==> config.mk <==
export PLATFORM = sky130hd
export DESIGN_NAME = fire_actuator_sequencer_flat
export DESIGN_NICKNAME = d
export VERILOG_FILES = /design/src/rtl/fire_actuator_sequencer_if.sv /design/src/rtl/fire_actuator_sequencer.sv /design/src/flat_wrapper.sv
export SDC_FILE = /design/constraint.sdc
export NUM_CORES = 1
export LEC_CHECK = 0
export ABC_AREA = 1
export ABC_CLOCK_PERIOD_IN_PS = 1820
export BUFFER_PORTS_ARGS = -buffer_cell sky130_fd_sc_hd__clkbuf_2
export CORE_AREA = 4 4 61 68
export CTS_CLUSTER_DIAMETER = 150
export DETAILED_ROUTE_END_ITERATION = 8
export DIE_AREA = 0 0 65 72
export PLACE_DENSITY_LB_ADDON = 0.08
export SYNTH_ARGS = -nofsm -noshare
export SYNTH_HDL_FRONTEND = slang
export SYNTH_SLANG_ARGS = --single-unit
==> constraint.sdc <==
create_clock -name clk -period 1.82 [get_ports clk]
set_input_delay 0.091 -clock clk [delete_from_list [all_inputs] [get_ports clk]]
set_output_delay 0.091 -clock clk [all_outputs]
set_load 0.005 [all_outputs]
==> src/rtl/fire_actuator_sequencer_if.sv <==
// Signal bundle between the CPU-side controller and the fire actuator sequencer.
// Signal names match the legacy flat port list so existing connections map one-to-one.
interface fire_actuator_sequencer_if;
    logic       enable_fire_pulse_in;
    logic       cpu_lock_in;
    logic       cpu_flush_in;
    logic       manual_lock_in;
    logic       actuator_ack_in;
    logic       rearm_in;
    logic       fault_clear_in;
    logic       fire_req;
    logic       busy;
    logic       fault;
    logic       dropped_pulse;
    logic [7:0] shot_count;
    logic [7:0] shots_remaining;
    logic [1:0] state_debug;

    modport master (
        output enable_fire_pulse_in,
        output cpu_lock_in,
        output cpu_flush_in,
        output manual_lock_in,
        output actuator_ack_in,
        output rearm_in,
        output fault_clear_in,
        input  fire_req,
        input  busy,
        input  fault,
        input  dropped_pulse,
        input  shot_count,
        input  shots_remaining,
        input  state_debug
    );

    modport slave (
        input  enable_fire_pulse_in,
        input  cpu_lock_in,
        input  cpu_flush_in,
        input  manual_lock_in,
        input  actuator_ack_in,
        input  rearm_in,
        input  fault_clear_in,
        output fire_req,
        output busy,
        output fault,
        output dropped_pulse,
        output shot_count,
        output shots_remaining,
        output state_debug
    );
endinterface

==> src/rtl/fire_actuator_sequencer.sv <==
// Sequences a single actuator shot per authorized fire pulse: request, ack/abort/timeout,
// cooldown, with a reloadable shot budget and a sticky fault on ack timeout.
module fire_actuator_sequencer #(
    parameter int unsigned COOLDOWN_CYCLES = 16,
    parameter int unsigned ACK_TIMEOUT     = 8,
    parameter int unsigned MAX_SHOTS       = 4
) (
    input  logic                       clk,
    input  logic                       reset,
    fire_actuator_sequencer_if.slave   io
);

    localparam logic [1:0] ST_IDLE     = 2'd0;
    localparam logic [1:0] ST_FIRE     = 2'd1;
    localparam logic [1:0] ST_COOLDOWN = 2'd2;
    localparam logic [1:0] ST_FAULT    = 2'd3;

    localparam logic [7:0] COOLDOWN_LAST = 8'(COOLDOWN_CYCLES - 1);
    localparam logic [7:0] TIMEOUT_LAST  = 8'(ACK_TIMEOUT - 1);
    localparam logic [7:0] SHOT_BUDGET   = 8'(MAX_SHOTS);

    logic [1:0] state,      state_nxt;
    logic [7:0] timer,      timer_nxt;
    logic [7:0] shot_count, shot_count_nxt;
    logic [7:0] remaining,  remaining_nxt;
    logic       fire_req;
    logic       dropped;
    logic       accept;
    logic       ack_taken;

    assign accept = io.enable_fire_pulse_in && (state == ST_IDLE) && !io.cpu_lock_in
                    && !io.manual_lock_in && (remaining != 8'd0);

    // One timer serves both states: counts up in FIRE (ack timeout), down in COOLDOWN.
    always_comb begin
        state_nxt = state;
        timer_nxt = timer;
        ack_taken = 1'b0;
        case (state)
            ST_IDLE: begin
                if (accept) begin
                    state_nxt = ST_FIRE;
                    timer_nxt = '0;
                end
            end
            ST_FIRE: begin
                if (io.actuator_ack_in) begin
                    state_nxt = ST_COOLDOWN;
                    timer_nxt = COOLDOWN_LAST;
                    ack_taken = 1'b1;
                end else if (io.cpu_flush_in || io.manual_lock_in) begin
                    state_nxt = ST_COOLDOWN;
                    timer_nxt = COOLDOWN_LAST;
                end else if (timer == TIMEOUT_LAST) begin
                    state_nxt = ST_FAULT;
                    timer_nxt = '0;
                end else begin
                    timer_nxt = timer + 8'd1;
                end
            end
            ST_COOLDOWN: begin
                if (timer == 8'd0) begin
                    state_nxt = ST_IDLE;
                end else begin
                    timer_nxt = timer - 8'd1;
                end
            end
            ST_FAULT: begin
                if (io.fault_clear_in) begin
                    state_nxt = ST_IDLE;
                end
            end
            default: begin
                state_nxt = ST_IDLE;
                timer_nxt = '0;
            end
        endcase
    end

    // Rearm wins over a same-cycle ack decrement; the shot itself is still counted.
    always_comb begin
        shot_count_nxt = shot_count;
        remaining_nxt  = remaining;
        if (ack_taken && (shot_count != 8'hFF)) begin
            shot_count_nxt = shot_count + 8'd1;
        end
        if (io.rearm_in) begin
            remaining_nxt = SHOT_BUDGET;
        end else if (ack_taken && (remaining != 8'd0)) begin
            remaining_nxt = remaining - 8'd1;
        end
    end

    always_ff @(posedge clk) begin
        if (reset) begin
            state      <= ST_IDLE;
            timer      <= '0;
            shot_count <= '0;
            remaining  <= SHOT_BUDGET;
            fire_req   <= 1'b0;
            dropped    <= 1'b0;
        end else begin
            state      <= state_nxt;
            timer      <= timer_nxt;
            shot_count <= shot_count_nxt;
            remaining  <= remaining_nxt;
            fire_req   <= (state_nxt == ST_FIRE);
            dropped    <= io.enable_fire_pulse_in && !accept;
        end
    end

    assign io.fire_req        = fire_req;
    assign io.busy            = (state != ST_IDLE);
    assign io.fault           = (state == ST_FAULT);
    assign io.dropped_pulse   = dropped;
    assign io.shot_count      = shot_count;
    assign io.shots_remaining = remaining;
    assign io.state_debug     = state;

endmodule

==> src/flat_wrapper.sv <==
// flat-port wrapper written by rule: the top's interface ports become plain ports
module fire_actuator_sequencer_flat 
#(
    parameter int unsigned COOLDOWN_CYCLES = 16,
    parameter int unsigned ACK_TIMEOUT     = 8,
    parameter int unsigned MAX_SHOTS       = 4
)
  (clk, reset, io_enable_fire_pulse_in, io_cpu_lock_in, io_cpu_flush_in, io_manual_lock_in, io_actuator_ack_in, io_rearm_in, io_fault_clear_in, io_fire_req, io_busy, io_fault, io_dropped_pulse, io_shot_count, io_shots_remaining, io_state_debug);
  fire_actuator_sequencer_if io_i ();
  input  logic clk;
  input  logic reset;
  input wire logic [$bits(io_i.enable_fire_pulse_in)-1:0] io_enable_fire_pulse_in;
  input wire logic [$bits(io_i.cpu_lock_in)-1:0] io_cpu_lock_in;
  input wire logic [$bits(io_i.cpu_flush_in)-1:0] io_cpu_flush_in;
  input wire logic [$bits(io_i.manual_lock_in)-1:0] io_manual_lock_in;
  input wire logic [$bits(io_i.actuator_ack_in)-1:0] io_actuator_ack_in;
  input wire logic [$bits(io_i.rearm_in)-1:0] io_rearm_in;
  input wire logic [$bits(io_i.fault_clear_in)-1:0] io_fault_clear_in;
  output wire logic [$bits(io_i.fire_req)-1:0] io_fire_req;
  output wire logic [$bits(io_i.busy)-1:0] io_busy;
  output wire logic [$bits(io_i.fault)-1:0] io_fault;
  output wire logic [$bits(io_i.dropped_pulse)-1:0] io_dropped_pulse;
  output wire logic [$bits(io_i.shot_count)-1:0] io_shot_count;
  output wire logic [$bits(io_i.shots_remaining)-1:0] io_shots_remaining;
  output wire logic [$bits(io_i.state_debug)-1:0] io_state_debug;
  assign io_i.enable_fire_pulse_in = io_enable_fire_pulse_in;
  assign io_i.cpu_lock_in = io_cpu_lock_in;
  assign io_i.cpu_flush_in = io_cpu_flush_in;
  assign io_i.manual_lock_in = io_manual_lock_in;
  assign io_i.actuator_ack_in = io_actuator_ack_in;
  assign io_i.rearm_in = io_rearm_in;
  assign io_i.fault_clear_in = io_fault_clear_in;
  assign io_fire_req = io_i.fire_req;
  assign io_busy = io_i.busy;
  assign io_fault = io_i.fault;
  assign io_dropped_pulse = io_i.dropped_pulse;
  assign io_shot_count = io_i.shot_count;
  assign io_shots_remaining = io_i.shots_remaining;
  assign io_state_debug = io_i.state_debug;
  fire_actuator_sequencer #(.COOLDOWN_CYCLES(COOLDOWN_CYCLES), .ACK_TIMEOUT(ACK_TIMEOUT), .MAX_SHOTS(MAX_SHOTS)) u_core (.clk(clk), .reset(reset), .io(io_i));
endmodule
==> load_flow_metrics.sql, run 1 <==
INSERT INTO impl_metrics (metric_group, metric, value, unit) VALUES
('status', 'status', 'completed', ''),
('cts', 'cts_hold_buffers', '0', ''),
('timing', 'finalMaxSlewViolations', '0', ''),
('placed_design', 'placed_cell_area', '0.00209', 'mm^2'),
('synth', 'synthesis.area_per_instance', '6.45', 'um^2'),
('cts', 'cts_post_setup_buffers_inserted', '0', ''),
('final_layout', 'fillerInstances', '366', ''),
('route', 'via_per_inst', '4.99', ''),
('synth', 'synth_common_cells', 'sky130_fd_sc_hd__nand2_1 (79), sky130_fd_sc_hd__inv_1 (41), sky130_fd_sc_hd__nor2_1 (34), sky130_fd_sc_hd__dfxtp_1 (28), sky130_fd_sc_hd__nand3_1 (26)', ''),
('timing', 'finalSetupTns', '0', 'ps'),
('synth', 'yosys_warnings', '0', ''),
('route', 'route.layer.met1.wl', '1810', 'um'),
('setup_path', 'critical_path_class', 'reg -> reg', ''),
('route', 'route.top_layer_used', 'met4', ''),
('cts', 'clk_latency', '270', 'ps'),
('route', 'routed_wirelength', '3990', 'um'),
('grt', 'global_route_wire_length_before_repair', '7110', 'um'),
('cts', 'cts-htree-levels', '1', ''),
('setup_path', 'worst_setup_start_kind', 'register', ''),
('cts', 'clock_buffer_count_from_cts', '3', ''),
('setup_path', 'path_max_fanout', '9', ''),
('grt', 'via_count_of_the_first_global_routing_pass', '1723', ''),
('run', 'maxCapViolations', '0', ''),
('placed_design', 'hpwlAfterDp', '3240', 'um'),
('synth', 'synth_top_area_frac', '0.301', ''),
('timing', 'unrepaired_setup_endpoints_after_global_routing', 'no', ''),
('final_layout', 'fin_util', '0.606', ''),
('cts', 'ctsLongestPathBuffers', '2', ''),
('floorplan', 'die-height', '72', 'um'),
('final_layout', 'nNetsFinal', '343', ''),
('synth', 'synthesis.instances', '289', ''),
('final_layout', 'multiInputGateArea', '0.00114', 'mm^2'),
('timing', 'min_period_over_period', '0.899', ''),
('timing', 'setup_violations', '0', ''),
('synth', 'asyncSetResetFlopFracSynth', '0', ''),
('floorplan', 'die_area', '0.00468', 'mm^2'),
('synth', 'syn_std_cell_area', '0.00186', 'mm^2'),
('hold_path', 'min_path_type', 'in -> reg', ''),
('power_and_ir_drop', 'vdd.ir_drop.worst', '0.524', 'mV'),
('synth', 'synth.net_count', '308', ''),
('route', 'routed-wl-met2', '1970', 'um'),
('cts', 'cts_num_sinks', '28', ''),
('timing', 'clock.fmax', '611', 'MHz'),
('floorplan', 'core_area', '0.00354', 'mm^2'),
('final_layout', 'finalInstanceArea', '0.00214', 'mm^2'),
('floorplan', 'initial_core_util', '0.527', ''),
('grt', 'track_usage', '0.185', ''),
('route', 'route.detailed.drc', '0', ''),
('cts', 'clk_pin_slew_worst_setup_hold_paths', '90', 'ps'),
('final_layout', 'n_antenna_cell', '0', ''),
('synth', 'ys_types', '29', ''),
('setup_path', 'endpoint_kind', 'register', ''),
('synth', 'sequential_area_share_after_synthesis', '0.301', ''),
('placed_design', 'port_buffers', '30', ''),
('final_layout', 'regArea', '561', 'um^2'),
('setup_path', 'worst_ep_required_time', '2020', 'ps'),
('final_layout', 'instances_no_fill', '372', ''),
('synth', 'postSynth.topFlopCell', 'sky130_fd_sc_hd__dfxtp_1', ''),
('timing', 'clock_skew', '7.46', 'ps'),
('final_layout', 'syn2layout_area_growth', '15.0', '%'),
('synth', 'ys_ff_latch', '28', ''),
('floorplan', 'num_rows', '23', ''),
('power_and_ir_drop', 'total_leakage_power', '1.05', 'nW'),
('placed_design', 'routabilityCongestion', '0.866', ''),
('route', 'ant_nets', '0', ''),
('power_and_ir_drop', 'total_power', '1.78', 'mW'),
('synth', 'netlist_top_cells_area', 'sky130_fd_sc_hd__dfxtp_1 (30%), sky130_fd_sc_hd__nand2_1 (16%), sky130_fd_sc_hd__inv_1 (8.3%), sky130_fd_sc_hd__nand3_1 (7.0%), sky130_fd_sc_hd__nor2_1 (6.8%)', ''),
('placed_design', 'placedCellCount', '369', ''),
('grt', 'grt_antenna_before_repair', '0', ''),
('power_and_ir_drop', 'pwr_density_cell', '832', 'mW/mm^2'),
('timing', 'slew_headroom', '0.702', '');
==> placed cells by master (no fill, tap or decap), drive strengths merged <==
| master | instances |
|---|---|
| nand4 | 10 |
| o31ai | 1 |
| dfxtp | 28 |
| nor3 | 3 |
| or2 | 1 |
| xnor2 | 2 |
| o21ai | 14 |
| nor2 | 38 |
| a31oi | 2 |
| inv | 41 |
| ha | 10 |
| o21bai | 2 |
| xor2 | 3 |
| nand2 | 81 |
| nor4 | 1 |
| a21oi | 20 |
| buf | 5 |
| clkbuf | 33 |
| nor3b | 1 |
| nand3 | 26 |
==> routing by layer <==
| metal | up-vias | GRT usage |
|---|---|---|
| met1 | 819 | 0.235 |
| met4 | 0 | 0.0728 |
| met5 | - | 0 |
| li1 | 992 | - |
| met2 | 40 | 0.319 |
| met3 | 5 | 0.0217 |
==> cells by family (layout without fill, tap and decap cells) <==
family	count (synthesis)	count (layout)	share of synthesized area
xor+xnor	5	5	0.0235
buf+inv	46	79	0.0960
compound gates	39	39	0.124
simple gates	161	161	0.389
flops	28	28	0.301
fa+ha+maj	10	10	0.0671
==> cell type report <==
| type | count | area share |
|---|---|---|
| inverters | 41 | 0.0718 |
| well taps | 50 | 0.0292 |
| clock buffers | 3 | 0.0193 |
| repair buffers | 35 | 0.0875 |
| flip-flops and latches | 28 | 0.261 |
| multi-input cells | 215 | 0.531 |
==> registers in the layout, indices dropped and copies added, names as in the netlist <==
name	cells
u_core.io.shot_count	8
u_core.io.dropped_pulse	1
u_core.io.fire_req	1
u_core.io.state_debug	2
u_core.io.shots_remaining	8
u_core.timer	8
==> critical path, stage by stage (launching register included) <==
cell and delay (ps):
sky130_fd_sc_hd__dfxtp_1 340, sky130_fd_sc_hd__inv_1 130, sky130_fd_sc_hd__ha_1 220, sky130_fd_sc_hd__nand2_1 80, sky130_fd_sc_hd__nor3_2 120, sky130_fd_sc_hd__o21ai_2 110
sky130_fd_sc_hd__nand2_1 110, sky130_fd_sc_hd__nand2_4 110, sky130_fd_sc_hd__nor2_8 150, sky130_fd_sc_hd__nand2_1 80, sky130_fd_sc_hd__a21oi_1 120
==> worst paths after layout <==
| kind | start | to | slack, ps | depth (start not counted) |
|---|---|---|---|---|
| min reg2reg | u_core.io.shots_remaining[0] | u_core.io.shots_remaining[0] | 480 | 2 |
| max reg2reg | u_core.io.state_debug[0] | u_core.timer[1] | 180 | 10 |
| max | u_core.io.state_debug[0] | u_core.timer[1] | 180 | 10 |
| min | io_enable_fire_pulse_in | u_core.io.dropped_pulse | 30 | 3 |
==> stage by stage <==
step / hold slack [ps] / setup WS (ps)
6_report: 33.7 / 183
5_1_grt: 34.1 / 3.78
4_1_cts: 26.2 / 108
3_5_place_dp: 325 / 137
3_3_place_gp: 320 / 175
2_1_floorplan: 213 / 309
==> report_power, final <==
| group | total [mW] | switching (mW) | internal (mW) |
|---|---|---|---|
| Sequential | 0.704 | 0.0438 | 0.660 |
| Clock | 0.326 | 0.177 | 0.148 |
| Combinational | 0.754 | 0.478 | 0.276 |
No activity file was read; power rests on OpenSTA's default activity.
==> run 2: changes to the inputs <==
--- a/config.mk
+++ b/config.mk
@@ -8,10 +8,12 @@
 export ABC_AREA = 1
 export ABC_CLOCK_PERIOD_IN_PS = 1820
 export BUFFER_PORTS_ARGS = -buffer_cell sky130_fd_sc_hd__clkbuf_2
-export CORE_AREA = 4 4 61 68
+export CELL_PAD_IN_SITES_DETAIL_PLACEMENT = 1
+export CELL_PAD_IN_SITES_GLOBAL_PLACEMENT = 1
+export CORE_AREA = 4 4 71 80
 export CTS_CLUSTER_DIAMETER = 150
 export DETAILED_ROUTE_END_ITERATION = 8
-export DIE_AREA = 0 0 65 72
+export DIE_AREA = 0 0 75 84
 export PLACE_DENSITY_LB_ADDON = 0.08
 export SYNTH_ARGS = -nofsm -noshare
 export SYNTH_HDL_FRONTEND = slang
==> load_flow_metrics.sql, run 2 (synthesis gave the netlist of run 1 again) <==
INSERT INTO impl_metrics (metric_group, metric, value, unit) VALUES
('placed_design', 'hpwlAfterDp', '4030', 'um'),
('route', 'ant_nets', '0', ''),
('placed_design', 'place_ws', '130', 'ps'),
('setup_path', 'critPathCapture', 'u_core.io.shots_remaining[4]', ''),
('grt', 'via_count_of_the_first_global_routing_pass', '1976', ''),
('setup_path', 'timing.critical_path.arrival', '1800', 'ps'),
('route', 'wl_per_cell', '12.6', 'um'),
('final_layout', 'nNetsFinal', '349', ''),
('floorplan', 'initial_core_util', '0.381', ''),
('setup_path', 'worst_setup_start_kind', 'register', ''),
('timing', 'clock_skew', '4.47', 'ps'),
('grt', 'track_usage', '0.169', ''),
('cts', 'clk_latency', '270', 'ps'),
('route', 'via_per_inst', '4.96', ''),
('setup_path', 'path_max_fanout', '9', ''),
('grt', 'grt-ovfl-total', '0', ''),
('route', 'routed-via-count', '1915', ''),
('cts', 'cts-htree-levels', '1', ''),
('cts', 'cts_hold_buffers', '0', ''),
('timing', 'finalMaxSlewViolations', '0', ''),
('run', 'maxCapViolations', '0', ''),
('status', 'status', 'completed', ''),
('placed_design', 'routabilityCongestion', '0.796', ''),
('floorplan', 'core_area', '0.00490', 'mm^2'),
('timing', 'slew_headroom', '0.662', ''),
('placed_design', 'port_buffers', '30', ''),
('setup_path', 'worst_ep_required_time', '2030', 'ps'),
('floorplan', 'number_of_placed_i_o_pins', '31', ''),
('setup_path', 'worst_reg2reg_path_startpoint', 'u_core.io.state_debug[1]', ''),
('timing', 'clock.fmax', '628', 'MHz'),
('power_and_ir_drop', 'pwr_density_cell', '842', 'mW/mm^2'),
('setup_path', 'critical_path_class', 'reg -> reg', ''),
('cts', 'clock_buffer_count_from_cts', '3', ''),
('route', 'routed_wirelength', '4860', 'um'),
('floorplan', 'num_rows', '27', ''),
('setup_path', 'r2r-end', 'u_core.io.shots_remaining[4]', ''),
('grt', 'global_route_wire_length_before_repair', '8680', 'um'),
('timing', 'min_period_over_period', '0.875', ''),
('final_layout', 'n_antenna_cell', '0', ''),
('timing', 'final_hold_vios', '0', ''),
('setup_path', 'endpoint_kind', 'register', ''),
('hold_path', 'min_path_type', 'in -> reg', ''),
('setup_path', 'crit_start', 'u_core.io.state_debug[1]', ''),
('timing', 'finalSetupTns', '0', 'ps'),
('final_layout', 'fin_util', '0.448', ''),
('final_layout', 'drive_gt1_frac', '0.174', ''),
('grt', 'largest_net_degree_at_the_start_of_global_routing', '17', ''),
('timing', 'setup_violations', '0', ''),
('grt', 'grt_antenna_before_repair', '0', ''),
('cts', 'ctsLongestPathBuffers', '2', ''),
('power_and_ir_drop', 'vdd.ir_drop.worst', '0.287', 'mV'),
('final_layout', 'syn2layout_area_growth', '17.7', '%'),
('hold_path', 'whs_path_depth', '3', ''),
('cts', 'clock_tree.root_cell', 'sky130_fd_sc_hd__clkbuf_8', ''),
('final_layout', 'layout_commonest_cell', 'sky130_fd_sc_hd__nand2_1', ''),
('cts', 'clk_pin_slew_worst_setup_hold_paths', '100', 'ps'),
('cts', 'tritoncts', 'built', ''),
('timing', 'finalWorstPathRequiredPeriod', '1590', 'ps'),
('setup_path', 'r2r_cells', '7', ''),
('timing', 'layout_setup_ws', '228', 'ps'),
('route', 'route.detailed.drc', '0', ''),
('floorplan', 'die_area', '0.00630', 'mm^2'),
('floorplan', 'die-height', '84', 'um'),
('setup_path', 'worst-r2r-setup-slack', '230', 'ps'),
('floorplan', 'dieWidth', '75', 'um'),
('cts', 'cts_num_sinks', '28', ''),
('timing', 'unrepaired_setup_endpoints_after_global_routing', 'no', ''),
('power_and_ir_drop', 'total_leakage_power', '1.08', 'nW'),
('timing', 'tightest_slew', '502', 'ps'),
('route', 'detailedRoute.firstPassIterationCount', '4', ''),
('final_layout', 'final_cell_mix', 'sky130_fd_sc_hd__nand2_1 (79), sky130_fd_sc_hd__inv_1 (40), sky130_fd_sc_hd__nor2_1 (34)', ''),
('route', 'detail_route.iter0.violations', '53', '');
run 2: cell types whose count changed in the layout (fill, tap and decap cells not counted), sizes merged:
cell	delta
buf	+6
run 2: worst min path at each step:
stage | start | endpoint
2_1_floorplan | io_enable_fire_pulse_in | u_core.io.dropped_pulse
5_1_grt | io_enable_fire_pulse_in | u_core.io.dropped_pulse
3_3_place_gp | io_enable_fire_pulse_in | u_core.io.dropped_pulse
3_5_place_dp | io_enable_fire_pulse_in | u_core.io.dropped_pulse
6_report | io_enable_fire_pulse_in | u_core.io.dropped_pulse
4_1_cts | io_enable_fire_pulse_in | u_core.io.dropped_pulse
run 2: metal layers:
layer | up-vias | GRT usage | part of all wire
li1 | 1001 | - | -
met1 | 894 | 0.222 | 0.46
met2 | 16 | 0.290 | 0.51
met3 | 4 | 0.0193 | 0.018
met4 | 0 | 0.0340 | 0.0080
met5 | - | 0 | 0
run 2: layout make-up:
class | count | area (um^2)
Fill cell | 671 | 2710
Multi-Input combinational cell | 215 | 1130
Sequential cell | 28 | 561
Timing Repair Buffer | 41 | 233
Inverter | 41 | 154
Tap cell | 58 | 72.6
Clock buffer | 3 | 41.3
run 2: metrics by stage:
stage | cell area (um^2) | hold WS [ps] | power, mW | instances
5_1_grt | 2190 | 36.9 | 2.01 | 386
6_report | 2190 | 30.6 | 1.85 | 386
3_5_place_dp | 2140 | 329 | 1.52 | 383
2_1_floorplan | 1860 | 213 | 1.26 | 289
3_3_place_gp | 2140 | 319 | 1.51 | 383
4_1_cts | 2190 | 26.9 | 1.87 | 386
run 2: power breakdown:
group | switching [mW] | total, mW | leakage [nW] | internal (mW)
sequential | 0.0389 | 0.699 | 0.226 | 0.660
clock | 0.195 | 0.344 | 0.0216 | 0.149
combinational | 0.506 | 0.803 | 0.829 | 0.297
run 2: worst max-delay path, stage by stage, from the launching register on:
cell and delay (ps):
sky130_fd_sc_hd__dfxtp_1 320, sky130_fd_sc_hd__inv_1 110, sky130_fd_sc_hd__ha_1 250, sky130_fd_sc_hd__nand2_1 170, sky130_fd_sc_hd__nor2_4 230, sky130_fd_sc_hd__nand2_1 130, sky130_fd_sc_hd__o21ai_0 140, sky130_fd_sc_hd__nor3b_2 170
run 2: what timing repair did:
item	CTS	global route
resized for setup	0	3
buffers inserted	0	0
endpoints found under the setup margin	0	9
==> run 3: changes to the inputs <==
--- a/config.mk
+++ b/config.mk
@@ -5,15 +5,14 @@
 export SDC_FILE = /design/constraint.sdc
 export NUM_CORES = 1
 export LEC_CHECK = 0
-export ABC_AREA = 1
 export ABC_CLOCK_PERIOD_IN_PS = 1820
 export BUFFER_PORTS_ARGS = -buffer_cell sky130_fd_sc_hd__clkbuf_2
 export CELL_PAD_IN_SITES_DETAIL_PLACEMENT = 1
 export CELL_PAD_IN_SITES_GLOBAL_PLACEMENT = 1
-export CORE_AREA = 4 4 71 80
+export CORE_AREA = 4 4 67 75
 export CTS_CLUSTER_DIAMETER = 150
 export DETAILED_ROUTE_END_ITERATION = 8
-export DIE_AREA = 0 0 75 84
+export DIE_AREA = 0 0 71 79
 export PLACE_DENSITY_LB_ADDON = 0.08
 export SYNTH_ARGS = -nofsm -noshare
 export SYNTH_HDL_FRONTEND = slang
==> load_flow_metrics.sql, run 3 <==
INSERT INTO impl_metrics (metric_group, metric, value, unit) VALUES
('status', 'status', 'finished with violations', ''),
('status', 'failed_checks', 'negative setup slack', ''),
('timing', 'slew_headroom', '0.687', ''),
('setup_path', 'r2r_cells', '8', ''),
('floorplan', 'initial_core_util', '0.403', ''),
('cts', 'cts_hold_buffers', '0', ''),
('timing', 'finalMaxSlewViolations', '0', ''),
('timing', 'final_hold_vios', '0', ''),
('power_and_ir_drop', 'vdd.ir_drop.worst', '0.394', 'mV'),
('placed_design', 'routabilityCongestion', '0.865', ''),
('floorplan', 'die_area', '0.00561', 'mm^2'),
('floorplan', 'dieWidth', '71', 'um'),
('route', 'routed-via-count', '1726', ''),
('cts', 'cts_num_sinks', '28', ''),
('timing', 'clock.fmax', '488', 'MHz'),
('placed_design', 'hpwlAfterDp', '4010', 'um'),
('setup_path', 'critical_path.max_stage_delay', '420', 'ps'),
('grt', 'grt_antenna_before_repair', '0', ''),
('floorplan', 'num_rows', '25', ''),
('power_and_ir_drop', 'power_report.internal_total', '924', 'uW'),
('power_and_ir_drop', 'comb_power_share', '0.121', ''),
('cts', 'tritoncts', 'built', ''),
('synth', 'yosys_warnings', '0', ''),
('final_layout', 'instances_no_fill', '303', ''),
('synth', 'synthesis.area_per_instance', '8.48', 'um^2'),
('setup_path', 'crit_path_top_delay_cell', 'sky130_fd_sc_hd__a2111o_1', ''),
('synth', 'synth_most_common_cell', 'sky130_fd_sc_hd__dfxtp_1', ''),
('synth', 'synthesis.instances', '202', ''),
('synth', 'synth_top_area_frac', '0.327', ''),
('timing', 'unrepaired_setup_endpoints_after_global_routing', 'yes', ''),
('cts', 'clock_tree.root_cell', 'sky130_fd_sc_hd__clkbuf_8', ''),
('power_and_ir_drop', 'total_power', '1.24', 'mW'),
('final_layout', 'finalInstanceArea', '0.00224', 'mm^2'),
('synth', 'syn_std_cell_area', '0.00171', 'mm^2'),
('setup_path', 'endpoint_kind', 'register', ''),
('placed_design', 'placedCellCount', '295', ''),
('synth', 'postSynth.topFlopCell', 'sky130_fd_sc_hd__dfxtp_1', ''),
('grt', 'track_usage', '0.189', ''),
('route', 'detailedRoute.firstPassIterationCount', '4', ''),
('power_and_ir_drop', 'total_leakage_power', '0.876', 'nW'),
('synth', 'ys_types', '52', ''),
('grt', 'largest_net_degree_at_the_start_of_global_routing', '19', ''),
('final_layout', 'nNetsFinal', '269', ''),
('power_and_ir_drop', 'pwr_density_cell', '553', 'mW/mm^2'),
('final_layout', 'drive_gt1_frac', '0.345', ''),
('final_layout', 'layout_commonest_cell', 'sky130_fd_sc_hd__clkbuf_2', ''),
('cts', 'cts-htree-levels', '1', ''),
('setup_path', 'timing.critical_path.arrival', '2250', 'ps'),
('timing', 'finalWorstPathRequiredPeriod', '2050', 'ps'),
('setup_path', 'path_max_fanout', '3', ''),
('floorplan', 'core_area', '0.00425', 'mm^2'),
('placed_design', 'port_buffers', '30', ''),
('hold_path', 'whs_path_depth', '3', ''),
('route', 'wl_per_cell', '17.6', 'um'),
('power_and_ir_drop', 'power_frac_seq', '0.503', ''),
('timing', 'clock_skew', '1.59', 'ps'),
('synth', 'ys_ff_latch', '28', ''),
('power_and_ir_drop', 'clockPowerShare', '0.375', ''),
('setup_path', 'worst_ep_required_time', '2020', 'ps'),
('power_and_ir_drop', 'p_sw', '315', 'uW'),
('synth', 'netlist_top_cells_area', 'sky130_fd_sc_hd__dfxtp_1 (33%), sky130_fd_sc_hd__ha_1 (7.3%), sky130_fd_sc_hd__xor2_1 (5.6%), sky130_fd_sc_hd__nor2_1 (4.2%), sky130_fd_sc_hd__nand2_1 (3.3%)', ''),
('timing', 'layout_setup_ws', '-227', 'ps'),
('grt', 'via_count_of_the_first_global_routing_pass', '1831', ''),
('setup_path', 'critical_path_class', 'reg -> reg', ''),
('synth', 'sequential_area_share_after_synthesis', '0.327', ''),
('final_layout', 'n_antenna_cell', '0', ''),
('cts', 'clk_pin_slew_worst_setup_hold_paths', '110', 'ps'),
('timing', 'setup_violations', '8', ''),
('synth', 'synth_common_cells', 'sky130_fd_sc_hd__dfxtp_1 (28), sky130_fd_sc_hd__nor2_1 (19), sky130_fd_sc_hd__nand2_1 (15), sky130_fd_sc_hd__inv_1 (11), sky130_fd_sc_hd__xor2_1 (11)', ''),
('timing', 'min_period_over_period', '1.12', ''),
('cts', 'clock_buffer_count_from_cts', '3', ''),
('timing', 'hold_ws', '45.5', 'ps'),
('power_and_ir_drop', 'swShare', '0.254', ''),
('placed_design', 'placed_cell_area', '0.00205', 'mm^2'),
('final_layout', 'syn2layout_area_growth', '30.7', '%'),
('cts', 'clk_latency', '290', 'ps'),
('synth', 'post_synth_edffs', '0', ''),
('grt', 'grt-ovfl-total', '0', ''),
('synth', 'synth.net_count', '221', ''),
('setup_path', 'crit_chain', 'inv_2, ha_4, nor3b_4, a2111o_1, a221oi_4, buf_6, nand3_2, a221oi_2', ''),
('synth', 'asyncSetResetFlopFracSynth', '0', ''),
('final_layout', 'final_cell_mix', 'sky130_fd_sc_hd__clkbuf_2 (30), sky130_fd_sc_hd__dfxtp_1 (25), sky130_fd_sc_hd__buf_4 (21)', ''),
('synth', 'yosysTopAreaCell', 'sky130_fd_sc_hd__dfxtp_1', ''),
('route', 'ant_nets', '0', ''),
('grt', 'global_route_wire_length_before_repair', '8630', 'um'),
('route', 'detail_route.iter0.violations', '92', ''),
('run', 'maxCapViolations', '0', ''),
('cts', 'ctsLongestPathBuffers', '2', ''),
('floorplan', 'number_of_placed_i_o_pins', '31', ''),
('route', 'routed_wirelength', '5350', 'um'),
('route', 'route.detailed.drc', '0', ''),
('timing', 'tightest_slew', '465', 'ps'),
('setup_path', 'worst_setup_start_kind', 'register', ''),
('route', 'via_per_inst', '5.70', ''),
('placed_design', 'place_ws', '-232', 'ps'),
('floorplan', 'die-height', '79', 'um'),
('hold_path', 'min_path_type', 'in -> reg', '');
## run 3: changes by cell type after synthesis, moves of 4 or more
| cell | before | now |
|---|---|---|
| sky130_fd_sc_hd__nand3_1 | 26 | 7 |
| sky130_fd_sc_hd__nor2_1 | 34 | 19 |
| sky130_fd_sc_hd__and3_1 | 0 | 5 |
| sky130_fd_sc_hd__xor2_1 | 3 | 11 |
| sky130_fd_sc_hd__inv_1 | 41 | 11 |
| sky130_fd_sc_hd__o21ai_0 | 12 | 5 |
| sky130_fd_sc_hd__nor4_1 | 1 | 5 |
| sky130_fd_sc_hd__nand2_1 | 79 | 15 |
| sky130_fd_sc_hd__a21oi_1 | 19 | 10 |
| sky130_fd_sc_hd__a211oi_1 | 0 | 5 |
| sky130_fd_sc_hd__nand4_1 | 10 | 6 |
| sky130_fd_sc_hd__o211ai_1 | 0 | 4 |
## run 3: path summary, 6_finish.rpt
path,start,end,slack (ps)
worst max-delay path,u_core.io.shots_remaining[0],u_core.timer[4],-230
worst min-delay path,io_enable_fire_pulse_in,u_core.io.dropped_pulse,50
worst max register to register,u_core.io.shots_remaining[0],u_core.timer[4],-230
worst min register to register,u_core.io.shots_remaining[5],u_core.io.shots_remaining[5],540
## run 3: stage by stage
step | util | TNS, ps
6_report | 0.526 | -1320
3_5_place_dp | 0.481 | -1270
3_3_place_gp | 0.481 | -816
4_1_cts | 0.505 | -1180
5_1_grt | 0.526 | -1750
2_1_floorplan | - | -566
## run 3: power groups by stage
stage	logic, mW	clock network (mW)	registers, mW
floorplan	0.0711	0	0.638
global placement	0.124	0	0.636
detailed placement	0.129	0	0.637
CTS	0.137	0.478	0.623
global route	0.161	0.509	0.625
finish	0.150	0.465	0.623
## run 3: logic make-up (layout without fill, tap and decap cells)
| family | after synthesis | after routing | share of synthesized area |
|---|---|---|---|
| fa+ha+maj | 10 | 10 | 0.0730 |
| compound gates | 49 | 49 | 0.220 |
| buf+inv | 21 | 68 | 0.0555 |
| xor+xnor | 15 | 15 | 0.0767 |
| mux | 1 | 1 | 0.00584 |
| flops | 28 | 28 | 0.327 |
| simple gates | 78 | 78 | 0.242 |
## run 3: repair_timing
action / CTS / global route
pin swaps: 6 / 7
setup endpoints to repair: 8 / 18
buffers inserted: 1 / 4
cloned: 0 / 0
gates resized for setup: 5 / 15
## run 3: area by class of cell
type | count | area, um^2
clock buffers | 4 | 66.3
multi-input cells | 153 | 1170
flip-flops and latches | 28 | 567
inverters | 11 | 41.3
repair buffers | 53 | 330
fillers | 540 | 2020
well taps | 54 | 67.6
## run 3: critical path, delay by kind of cell, from the launching register on
family                   cells  cell delay, ps
AO/OA/AOI/OAI                3            1020
buffers and inverters        2             200
adder cells (fa/ha/maj)      1             150
AND/OR/NAND/NOR              2             220
flip-flops                   1             360
## run 3: metal layers
metal	track usage	routed length, um
met1	0.211	2190
met2	0.358	2900
met3	0.0329	142
met4	0.0620	111
met5	0	0
